[config.mk]
export PLATFORM = sky130hd
export DESIGN_NAME = bfsk_modulator
export DESIGN_NICKNAME = d
export VERILOG_FILES = /design/src/rtl/bfsk_pkg.sv /design/src/rtl/bfsk_sine_lut.sv /design/src/rtl/bfsk_modulator.sv
export SDC_FILE = /design/constraint.sdc
export NUM_CORES = 1
export LEC_CHECK = 0
export ABC_AREA = 1
export BUFFER_PORTS_ARGS = -buffer_cell sky130_fd_sc_hd__clkbuf_2
export CORE_MARGIN = 5
export CORE_UTILIZATION = 54
export CTS_CLUSTER_SIZE = 10
export DETAILED_ROUTE_END_ITERATION = 16
export PLACE_DENSITY = 0.87
export SETUP_SLACK_MARGIN = 0.1
export SLEW_MARGIN = 10
export SYNTH_ARGS = -nofsm -noshare
export SYNTH_HDL_FRONTEND = slang
export SYNTH_HIERARCHICAL = 1
export SYNTH_SLANG_ARGS = --single-unit
[constraint.sdc]
create_clock -name clk -period 1.6 [get_ports clk]
set_input_delay 0.08 -clock clk [delete_from_list [all_inputs] [get_ports clk]]
set_output_delay 0.08 -clock clk [all_outputs]
set_load 0.01 [all_outputs]
[src/rtl/bfsk_pkg.sv]
// Shared BFSK link constants, the transmit state encoding and the quarter-wave
// sine table used to build the modulator ROM.
package bfsk_pkg;

  localparam int DEF_CLKS_PER_BIT = 100;
  localparam int DEF_PHASE_W      = 16;
  localparam int DEF_LUT_ADDR_W   = 6;
  localparam int DEF_AMP_W        = 8;
  localparam int DEF_FTW0         = 2048;
  localparam int DEF_FTW1         = 4096;

  typedef enum logic {
    IDLE = 1'b0,
    RUN  = 1'b1
  } bfsk_state_t;

  // round(127 * sin(2*pi*k/64)); only the first quarter is stored, the rest
  // follows from mirror symmetry within a half period and sign in the second half.
  function automatic logic signed [7:0] sine_entry(input logic [5:0] k);
    logic [4:0]        j;
    logic [4:0]        q;
    logic signed [7:0] mag;
    j = k[4:0];
    q = (j > 5'd16) ? 5'(6'd32 - {1'b0, j}) : j;
    case (q)
      5'd0:    mag = 8'sd0;
      5'd1:    mag = 8'sd12;
      5'd2:    mag = 8'sd25;
      5'd3:    mag = 8'sd37;
      5'd4:    mag = 8'sd49;
      5'd5:    mag = 8'sd60;
      5'd6:    mag = 8'sd71;
      5'd7:    mag = 8'sd81;
      5'd8:    mag = 8'sd90;
      5'd9:    mag = 8'sd98;
      5'd10:   mag = 8'sd106;
      5'd11:   mag = 8'sd112;
      5'd12:   mag = 8'sd117;
      5'd13:   mag = 8'sd122;
      5'd14:   mag = 8'sd125;
      5'd15:   mag = 8'sd126;
      5'd16:   mag = 8'sd127;
      default: mag = 8'sd0;
    endcase
    return k[5] ? -mag : mag;
  endfunction

endpackage

[src/rtl/bfsk_sine_lut.sv]
// Sine ROM with a registered output; forces the sample to zero when not enabled
// so the DAC path sees silence outside a transmission.
module bfsk_sine_lut
  import bfsk_pkg::*;
#(
  parameter int LUT_ADDR_W = DEF_LUT_ADDR_W,
  parameter int AMP_W      = DEF_AMP_W
) (
  input  logic                    clk,
  input  logic                    reset,
  input  logic                    en,
  input  logic [LUT_ADDR_W-1:0]   addr,
  output logic signed [AMP_W-1:0] sample
);

  if (LUT_ADDR_W != 6 || AMP_W != 8) begin : g_bad_cfg
    $error("bfsk_sine_lut: table is built for LUT_ADDR_W=6 and AMP_W=8");
  end

  logic signed [AMP_W-1:0] rom [2**LUT_ADDR_W];

  for (genvar k = 0; k < 2**LUT_ADDR_W; k++) begin : g_rom
    assign rom[k] = AMP_W'(sine_entry(6'(k)));
  end

  // NOTE: the ROM contents are constants and are never reset; only the output
  // register is, which keeps the table mappable to block ROM or plain LUTs.
  always_ff @(posedge clk) begin
    // NOTE: non-blocking assignments for every registered value, so all flops
    // update from the same pre-edge values regardless of statement order.
    if (reset) begin
      sample <= '0;
    end else if (en) begin
      sample <= rom[addr];
    end else begin
      sample <= '0;
    end
  end

endmodule

[src/rtl/bfsk_modulator.sv]
// Binary FSK transmitter: serialises data_in one bit per CLKS_PER_BIT clocks and
// emits a continuous-phase sine at FTW0 (bit 0) or FTW1 (bit 1).
module bfsk_modulator
  import bfsk_pkg::*;
#(
  parameter int CLKS_PER_BIT = DEF_CLKS_PER_BIT,
  parameter int PHASE_W      = DEF_PHASE_W,
  parameter int LUT_ADDR_W   = DEF_LUT_ADDR_W,
  parameter int AMP_W        = DEF_AMP_W,
  parameter int FTW0         = DEF_FTW0,
  parameter int FTW1         = DEF_FTW1
) (
  input  logic                    clk,
  input  logic                    reset,
  input  logic                    start,
  input  logic                    stop,
  input  logic                    data_in,
  output logic signed [AMP_W-1:0] sample_out,
  output logic                    sample_valid,
  output logic                    bit_strobe,
  output logic                    busy
);

  localparam int CNT_W = $clog2(CLKS_PER_BIT);
  localparam logic [CNT_W-1:0]   LAST_CNT = CNT_W'(CLKS_PER_BIT - 1);
  localparam logic [PHASE_W-1:0] FTW0_W   = PHASE_W'(FTW0);
  localparam logic [PHASE_W-1:0] FTW1_W   = PHASE_W'(FTW1);

  bfsk_state_t        state;
  logic [PHASE_W-1:0] phase;
  logic [CNT_W-1:0]   bit_cnt;
  logic               cur_bit;
  logic               stop_pend;
  logic [PHASE_W-1:0] ftw;
  logic               at_boundary;

  // NOTE: every signal written here gets a value on every path, so no latch.
  always_comb begin
    ftw         = cur_bit ? FTW1_W : FTW0_W;
    at_boundary = (bit_cnt == LAST_CNT);
  end

  always_ff @(posedge clk) begin
    if (reset) begin
      state        <= IDLE;
      phase        <= '0;
      bit_cnt      <= '0;
      cur_bit      <= 1'b0;
      stop_pend    <= 1'b0;
      sample_valid <= 1'b0;
      bit_strobe   <= 1'b0;
      busy         <= 1'b0;
    end else begin
      bit_strobe   <= 1'b0;
      sample_valid <= (state == RUN);
      case (state)
        IDLE: begin
          if (start) begin
            state      <= RUN;
            cur_bit    <= data_in;
            bit_cnt    <= '0;
            phase      <= '0;
            stop_pend  <= 1'b0;
            bit_strobe <= 1'b1;
            busy       <= 1'b1;
          end
        end
        RUN: begin
          // Phase never restarts at bit changes, keeping the waveform continuous.
          phase <= phase + ftw;
          if (!at_boundary) begin
            bit_cnt <= bit_cnt + CNT_W'(1);
            if (stop) stop_pend <= 1'b1;
          end else begin
            bit_cnt <= '0;
            if (stop_pend || stop) begin
              state     <= IDLE;
              busy      <= 1'b0;
              stop_pend <= 1'b0;
            end else begin
              cur_bit    <= data_in;
              bit_strobe <= 1'b1;
            end
          end
        end
        default: state <= IDLE;
      endcase
    end
  end

  bfsk_sine_lut #(
    .LUT_ADDR_W(LUT_ADDR_W),
    .AMP_W     (AMP_W)
  ) u_lut (
    .clk   (clk),
    .reset (reset),
    .en    (state == RUN),
    .addr  (phase[PHASE_W-1 -: LUT_ADDR_W]),
    .sample(sample_out)
  );

endmodule

==> run metrics <==
status finished, final reports clean; Seq cells post-synth 26; CP endpoint kind flop; largest family of logic cells by synthesized area simple AND/OR/NAND/NOR gates; endpoints failing setup 0; top cells by count, synth nand2_1, inv_1, nand3_1, nor2_1, dfxtp_1; simple-gate share of the synthesized area 0.420; Main synth FF type dfxtp_1; Yosys top cell by area dfxtp_1; max-cap viol count 0; maximum VDD drop 0.000709 V; TNS Setup 0 ns; critical hold path startpoint start; mux cell area share after synthesis 0; leakage 1.09 nW; Required @ worst endpoint 1.85 ns; total CTS buffers 3; DIE HEIGHT 69.9 microns; Async S/R FF share, synth 0; final std cells w/o fill 375; first-pass GRT wire length 7810 microns; Initial Util 0.568; PwrDens 671 mW/mm^2; # nets final 347; final hold violations 0; Reg2Reg Setup Slack 0.1 ns; area share of the largest cell type after synthesis 0.268; FMAX 665 MHz; sequential cell area 527 sq um; R2R Path Start cur_bit; die area 0.00489 sq mm; Via density 5.14; wire length per cell 11.7 microns; crit-path max FO 3; Setup crit start cur_bit; Crit Reg-Reg Endpoint phase[15]; Worst Skew 0.00544 ns; footprint of the multi-input gates 0.00122 sq mm; core area 0.00342 sq mm; CTS root buffer clkbuf_4; Mapped Cells 301; depth of the most critical reg-to-reg path 10; Synth Area in XOR/XNOR 0.00452; number of global-route vias before repair 1798; Worst path slowest cell dfxtp_2; crit start category flop; ANT nets after route 0; Clk pin slew, worst setup/hold paths 0.15 ns; H-tree levels 1; ant diodes 0; largest net degree at the start of global routing 23; 1st-iter DRT viols 188; Setup CP Type flop to flop; post-synth design cell area 0.00194 sq mm; Final min period 1.50 ns; die width 69.9 microns; initial antenna violation count 0; post-synthesis adder-cell area fraction 0.0813; Max Transition Viols Final 0; Fillers 338; Hold Path Depth 3; CP Cell Sequence inv_2 > ha_4 > inv_1 > fa_2 > nor2_4 > nand2_2 > o21ai_1 > nor2_1 > nor2_1 > inv_1; slowest stage delay, CP 0.35 ns; total track usage 0.189; Synth Area in Compound Gates 0.100; share of the yosys chip area belonging to registers 0.268; worst hold path class input port to flop; clk sinks 26; # DRC 0; Routed WL 4380 microns; P&R area growth vs syn 12.3%; placed cells 368; fin crit share 0.939; Rows 21; PortBufs 15; Clock Tree Buf Depth 2; ranking of synthesized cells by area dfxtp_1, nand2_1, nand3_1; syn_area_per_cell 6.44 sq um; most common cell in the netlist nand2_1; Synth Warn # 6; Yosys cell types 33; share of post-route cells with drive strength above 1 0.188; Worst EP arrival 1.75 ns; First-pass DRT Iterations 4; Clk Latency, worst-skew pair 0.33 ns; CTS tree yes; Worst Hold End bit_strobe; GP Congestion 0.975; RSZ-0062 raised after global routing true; Vias 1926; gr ovfl total 0; Post-synth EDFFs 0; DPL Wire Length 3410 microns; I/O pin count 16
[worst max-delay path: cells and delay by family, from the launching register on]
family	cells	cell delay, ns
AO/OA/AOI/OAI	1	0.13
adder cells (fa/ha/maj)	2	0.46
buffers and inverters	3	0.16
flip-flops	1	0.35
AND/OR/NAND/NOR	4	0.31
[state kept, by name, indices dropped and copies added, names as in the netlist]
| signal | cells |
|---|---|
| u_lut/sample | 8 |
| bit_cnt | 7 |
| phase | 5 |
| bit_strobe | 1 |
| busy | 1 |
| cur_bit | 1 |
| sample_valid | 1 |
| state | 1 |
| stop_pend | 1 |
[final cells by class]
type                       instances  share of cell area
tap                               46              0.0264
sequential                        26               0.242
timing repair buffer              26              0.0770
inverter                          39              0.0695
multi-input combinational        234               0.561
clock buffer                       3              0.0103
clock inverter                     1              0.0138
[per-stage QoR]
step / hold slack [ns] / setup WS (ns) / instance area (sq um) / util / power, W
final: 0.0578 / 0.0972 / 2180 / 0.637 / 0.00146
after global routing: 0.0723 / 0.00683 / 2180 / 0.637 / 0.00154
after CTS: 0.0524 / 0.0857 / 2170 / 0.634 / 0.00146
after detailed placement: 0.367 / 0.0230 / 2090 / 0.611 / 0.000989
after global placement: 0.365 / 0.107 / 2090 / 0.611 / 0.000984
after floorplan: 0.240 / 0.112 / 1980 / - / 0.000933
[placed cells by master (no fill, tap or decap), types with 7 or more instances in the layout]
cell      instances
nand2_1          91
clkbuf_2         15
buf_4             9
nor2_1           32
nand3_1          33
ha_1             10
dfxtp_1          23
conb_1            7
inv_1            32
a21oi_1          13
[how the worst max path moves through the flow]
stage	endpoint	slack (ns)	cells past startpoint
after floorplan	phase[15]	0.11	9
after global placement	phase[15]	0.11	10
after detailed placement	phase[15]	0.02	10
after CTS	phase[15]	0.09	10
after global routing	phase[15]	0.007	10
final	phase[15]	0.1	10
[timing repair]
action / CTS / global route
setup buffers: 2 / 0
endpoints found under the setup margin: 1 / 10
hold endpoints to repair: 1 / 0
resized for setup: 1 / 5
pin swaps: 2 / 0
hold buffers: 1 / 0
[power breakdown]
part	internal [W]	total, W	switching (W)
Clock	0.000254	0.000465	0.000211
Sequential	0.000671	0.000690	0.0000192
Combinational	0.000112	0.000306	0.000194
[metal layers]
layer,track usage,up-vias,part of all wire
met1,0.228,843,0.41
met5,0,-,0
met3,0.0330,10,0.070
met2,0.344,64,0.51
met4,0.0468,0,0.011
li1,-,1009,-
[kinds of logic after synthesis]
group / after synthesis
AND/OR/NAND/NOR: 182
buffers and inverters: 47
AO/OA/AOI/OAI: 32
flip-flops: 26
adder cells (fa/ha/maj): 12
XOR/XNOR: 1
other: 1
(Power assumes the default switching activity.)
